--- src/rtl/reg_file_param.sv ---
// Parametrised RISC-V integer register file: two read ports, one write port,
// x0 hardwired to zero, optional write bypass, optional registered read.
module reg_file_param #(
    parameter int WIDTH    = 64,
    parameter int DEPTH    = 32,
    parameter int BYPASS   = 1,
    parameter int READ_REG = 0
) (
    input  logic             clk,
    input  logic             reset,
    input  logic [31:0]      instruction,
    input  logic             RegWrite,
    input  logic [WIDTH-1:0] WriteData,
    output logic [WIDTH-1:0] ReadData1,
    output logic [WIDTH-1:0] ReadData2,
    output logic             Valid1,
    output logic             Valid2
);

    localparam int AW = $clog2(DEPTH);

    typedef logic [AW-1:0] addr_t;

    addr_t rs1;
    addr_t rs2;
    addr_t rd;

    // Upper index bits are dropped so indices alias modulo DEPTH.
    assign rs1 = instruction[15 +: AW];
    assign rs2 = instruction[20 +: AW];
    assign rd  = instruction[7 +: AW];

    logic unused_instr;
    assign unused_instr = ^instruction;

    logic [WIDTH-1:0] regs_q [DEPTH];
    logic [DEPTH-1:0] mask_q;
    logic             wr_en;
    logic             byp_en;

    assign wr_en  = RegWrite && (rd != '0);
    assign byp_en = (BYPASS != 0) && wr_en;

    always_ff @(posedge clk) begin
        if (reset) begin
            for (int i = 0; i < DEPTH; i++) begin
                regs_q[i] <= '0;
            end
            mask_q <= '0;
        end else if (wr_en) begin
            regs_q[rd] <= WriteData;
            mask_q[rd] <= 1'b1;
        end
    end

    function automatic logic [WIDTH:0] read_port(
        input addr_t            a,
        input addr_t            w,
        input logic             byp,
        input logic [WIDTH-1:0] wd,
        input logic [WIDTH-1:0] q,
        input logic             m
    );
        logic [WIDTH:0] r;
        r = {m, q};
        if (a == '0) begin
            r = {1'b1, {WIDTH{1'b0}}};
        end else if (byp && (a == w)) begin
            r = {1'b1, wd};
        end
        return r;
    endfunction

    logic [WIDTH-1:0] rdata1_d;
    logic [WIDTH-1:0] rdata2_d;
    logic             valid1_d;
    logic             valid2_d;

    always_comb begin
        {valid1_d, rdata1_d} = read_port(rs1, rd, byp_en, WriteData,
                                         regs_q[rs1], mask_q[rs1]);
        {valid2_d, rdata2_d} = read_port(rs2, rd, byp_en, WriteData,
                                         regs_q[rs2], mask_q[rs2]);
    end

    if (READ_REG != 0) begin : g_rd_reg
        logic [WIDTH-1:0] rdata1_q;
        logic [WIDTH-1:0] rdata2_q;
        logic             valid1_q;
        logic             valid2_q;

        // Valids reset high so the pipeline stage reads as "known zero".
        always_ff @(posedge clk) begin
            if (reset) begin
                rdata1_q <= '0;
                rdata2_q <= '0;
                valid1_q <= 1'b1;
                valid2_q <= 1'b1;
            end else begin
                rdata1_q <= rdata1_d;
                rdata2_q <= rdata2_d;
                valid1_q <= valid1_d;
                valid2_q <= valid2_d;
            end
        end

        assign ReadData1 = rdata1_q;
        assign ReadData2 = rdata2_q;
        assign Valid1    = valid1_q;
        assign Valid2    = valid2_q;
    end else begin : g_rd_comb
        assign ReadData1 = rdata1_d;
        assign ReadData2 = rdata2_d;
        assign Valid1    = valid1_d;
        assign Valid2    = valid2_d;
    end

endmodule

--- config.mk ---
export PLATFORM = sky130hd
export DESIGN_NAME = reg_file_param
export DESIGN_NICKNAME = d
export VERILOG_FILES = /design/src/rtl/reg_file_param.sv
export SDC_FILE = /design/constraint.sdc
export NUM_CORES = 2
export LEC_CHECK = 0
export ABC_CLOCK_PERIOD_IN_PS = 9870
export BUFFER_PORTS_ARGS = -buffer_cell sky130_fd_sc_hd__buf_2
export CAP_MARGIN = 10
export CORE_MARGIN = 3
export CORE_UTILIZATION = 45
export CTS_BUF_LIST = sky130_fd_sc_hd__clkbuf_8 sky130_fd_sc_hd__clkbuf_16
export CTS_CLUSTER_SIZE = 12
export DETAILED_ROUTE_END_ITERATION = 8
export SETUP_SLACK_MARGIN = 0.05
export SYNTH_ARGS = -nofsm -noshare
export SYNTH_HDL_FRONTEND = slang
export SYNTH_SLANG_ARGS = --single-unit
--- constraint.sdc ---
create_clock -name clk -period 9.87 [get_ports clk]
set_clock_uncertainty 0.1 [all_clocks]
set_input_delay 0.987 -clock clk [delete_from_list [all_inputs] [get_ports clk]]
set_output_delay 0.987 -clock clk [all_outputs]
set_load 0.005 [all_outputs]
==> results.yml <==
run_status:
  outcome: "finished clean"
critical_path:
  slowest_delay_ps: 1140
  path_cells: "buf_2, or3_1, o31ai_4, or4_1, buf_4, nand2_4, buf_4, o41ai_2, buf_2"
  cp.arrival_ps: 5510
  critical-path-top-delay-family: "compound AO/OA/AOI/OAI gates"
  cp_num_buf_inv: 4
  cp_slowest_cell: "o41ai_2"
  crit_fanout: 32
  cp-startpoint: "instruction[9]"
  start_kind: "input port"
  crit_type: "input port to primary output"
  regToRegSetupSlack_ps: 9160
  reg2reg_depth: 1
  worst-path-stages: 9
  end_kind: "primary output"
  reg2reg_from: "mask_q[11]$_SDFFE_PP0P_"
  endpoint: "ReadData2[47]"
  r2r_end: "mask_q[11]$_SDFFE_PP0P_"
  cp.required_ps: 8780
timing:
  tns_ps: 0
  rsz0062_at_grt: "false"
  worst_pin_slew_ps: 1378
  drv_slew: 0
  maxSlewHeadroom_pct: 7.887
  fin_crit_sh_pct: 66.88
  setup_viol: 0
  fmax_mhz: 151.5
  fin_crit_ps: 6601
  timing.final.hold_violations: 0
  setup_ws_ps: 3269
logic_synthesis:
  synth_edf_count: 2048
  ys.flop_type: "edfxtp_1"
  async_reset_ff_share_pct: 0
  postSynthAreaPerCell_um2: 14.47
  ys_types: 63
  ys_ff_latch: 2080
  yosysSeqAreaShare_pct: 56.00
  synth_cells: 7670
  yosysWarnings: 0
  synthesis.area_um2: 111000
clock_network:
  htree_levels: 4
  clock_path_buffers: 3
  cts_setup_buffers: 0
  clkLatencyLatePin_ps: 900
  postCtsResizedCells: 0
  clock-sinks: 2080
  cts_tree: "built"
  hold_buffers: 0
  clkTransAtPathRegs_ps: 60
  cts_root_buf: "clkbuf_16"
  cts_buffers: 223
die:
  die_area_um2: 252600
  die_w_um: 502.6
  core_area_um2: 244400
  start_util_pct: 45.41
  num_io_pins: 229
  rows: 181
  fp.dieH_um: 502.6
grt:
  grt_max_degree: 127
  grt_pass1_wl_um: 604600
  grt_overflow: 0
  groute.usage.overall_pct: 34.50
  grt_pass1_vias: 74880
  antenna_found_initial: 73
placed_design:
  portBuffers: 211
  gp_congestion: 0.8558
  dp_slack_ps: 3546
  hpwl_um: 244000
detailed_routing:
  drc: 0
  postRouteAntennaNets: 0
  drt_first_pass_iters: 8
  wire_per_inst_um: 40.10
  dr_total_vias: 75300
  drt_first_iter_violations: 12220
  vias_per_cell: 6.866
  wl_um: 439700
power_and_ir_drop:
  p_int_mw: 15.76
  ir_worst_vdd_mv: 0.1487
  p_sw_share_pct: 26.24
  p_leak_nw: 43.00
  switching_power_mw: 5.608
  clkPwrFrac_pct: 38.6
  p_seq_share_pct: 48.8
  combPwrFrac_pct: 12.6
  power.density_nw_per_um2: 174.5
layout:
  final_common_cell: "edfxtp_1"
  final_cell_mix: "edfxtp_1, and2_1, mux4_2"
  areaGrowthSynthToFinish_pct: 10.36
  fin_nets: 7629
  drive_above_1_share_pct: 22.40
  fillers: 20320
job:
  maxCapViolCount: 0
worst_hold_path:
  hold_path_class: "register to register"
## metrics by stage
| step | instance area, µm² | power, mW | hold slack (ps) | utilization (%) | instances |
|---|---|---|---|---|---|
| after floorplan | 111200 | 12.12 | 338.1 | - | 7733 |
| after global placement | 115300 | 13.17 | 346.6 | 47.19 | 10510 |
| after detailed placement | 115300 | 13.22 | 360.6 | 47.20 | 10510 |
| after CTS | 122300 | 21.32 | 372.1 | 50.06 | 10910 |
| after global routing | 122300 | 21.83 | 397.7 | 50.07 | 10920 |
| final | 122500 | 21.37 | 374.0 | 50.11 | 10970 |
## per-layer routing
metal,vias up,part of all wire [%],global-route usage [%]
met1,39120,35,43.93
met5,-,0.043,0
met3,1318,13,9.337
met4,32,6.3,19.83
li1,29120,-,-
met2,5708,46,53.39
## how the worst min path moves through the flow
| stage | from | to | slack [ps] | depth (start not counted) |
|---|---|---|---|---|
| 2_1_floorplan | mask_q[14]$_SDFFE_PP0P_ | mask_q[14]$_SDFFE_PP0P_ | 340 | 1 |
| 3_3_place_gp | mask_q[25]$_SDFFE_PP0P_ | mask_q[25]$_SDFFE_PP0P_ | 350 | 1 |
| 3_5_place_dp | mask_q[8]$_SDFFE_PP0P_ | mask_q[8]$_SDFFE_PP0P_ | 360 | 1 |
| 4_1_cts | mask_q[12]$_SDFFE_PP0P_ | mask_q[12]$_SDFFE_PP0P_ | 370 | 1 |
| 5_1_grt | mask_q[12]$_SDFFE_PP0P_ | mask_q[12]$_SDFFE_PP0P_ | 400 | 1 |
| 6_report | mask_q[12]$_SDFFE_PP0P_ | mask_q[12]$_SDFFE_PP0P_ | 370 | 1 |
## cell usage after synthesis (3+ instances only)
cell         n  share of area (%)
mux2_2      31               0.31
and3_1      93               0.52
nand3_1    100               0.45
or2_2        3              0.017
clkbuf_1   643                2.2
nor3_1       3              0.014
o221ai_1    25               0.20
buf_6        6              0.061
mux2i_1    440                4.0
buf_4       37               0.25
o211ai_1    73               0.49
buf_1       35               0.12
o41ai_2     39               0.57
nand2b_1     8              0.045
nor2_1      75               0.25
a31oi_1     11              0.062
or3_1        4              0.023
o41ai_1      6              0.047
o22ai_1     24               0.14
or4_1        3              0.020
nor2b_1     19               0.11
a221o_1      9              0.081
a211oi_1    25               0.17
nand3b_1     5              0.034
nand4_1     11              0.062
a22o_1      14               0.11
nor4_1       3              0.017
nand2_1    272               0.92
mux4_2     837                 17
edfxtp_1  2048                 55
a22oi_1    274                1.9
xnor2_1      7              0.055
o21ai_0    123               0.55
a21o_1      31               0.21
a41oi_1      5              0.039
dfxtp_1     32               0.58
a221oi_1    48               0.38
a21boi_0     4              0.027
a21oi_1     44               0.20
o22a_1      10              0.079
and2_1    1988                 11
xor2_1       3              0.024
buf_2      140               0.63
a32o_1      34               0.31
## cells by family (layout without fill, tap and decap cells)
logic type | Yosys count | count (layout) | synth area share [%]
AOI/OAI and AO/OA | 810 | 810 | 5.614
and+or+nand+nor | 2596 | 2596 | 13.78
buffers and inverters | 865 | 839 | 3.250
DFF | 2080 | 2080 | 56.00
muxes | 1308 | 1308 | 21.27
other | 1 | 121 | 0.003380
xor gates and xnor gates | 10 | 10 | 0.07894
## power by group through the flow
stage          clock network (mW)  registers, mW  logic, mW
4_1_cts                      8.28           10.4       2.63
2_1_floorplan                   0           10.6       1.55
5_1_grt                      8.61           10.5       2.76
6_report                     8.26           10.4       2.69
3_3_place_gp                    0           10.6       2.62
3_5_place_dp                    0           10.6       2.63
## registers in the layout (all words and copies together) (netlist names)
register,cells
regs_q,2048
mask_q,32
## area by class of cell
| class | count | area [µm²] | share of cell area [%] |
|---|---|---|---|
| Sequential cell | 2080 | 62140 | 50.74 |
| Multi-Input combinational cell | 4788 | 46180 | 37.71 |
| Clock buffer | 234 | 5822 | 4.754 |
| Tap cell | 3202 | 4006 | 3.272 |
| Timing Repair Buffer | 433 | 2982 | 2.435 |
| Clock inverter | 168 | 1161 | 0.9482 |
| Antenna cell | 57 | 142.6 | 0.1165 |
| Inverter | 4 | 23.77 | 0.01941 |
(Power assumes the default switching activity.)
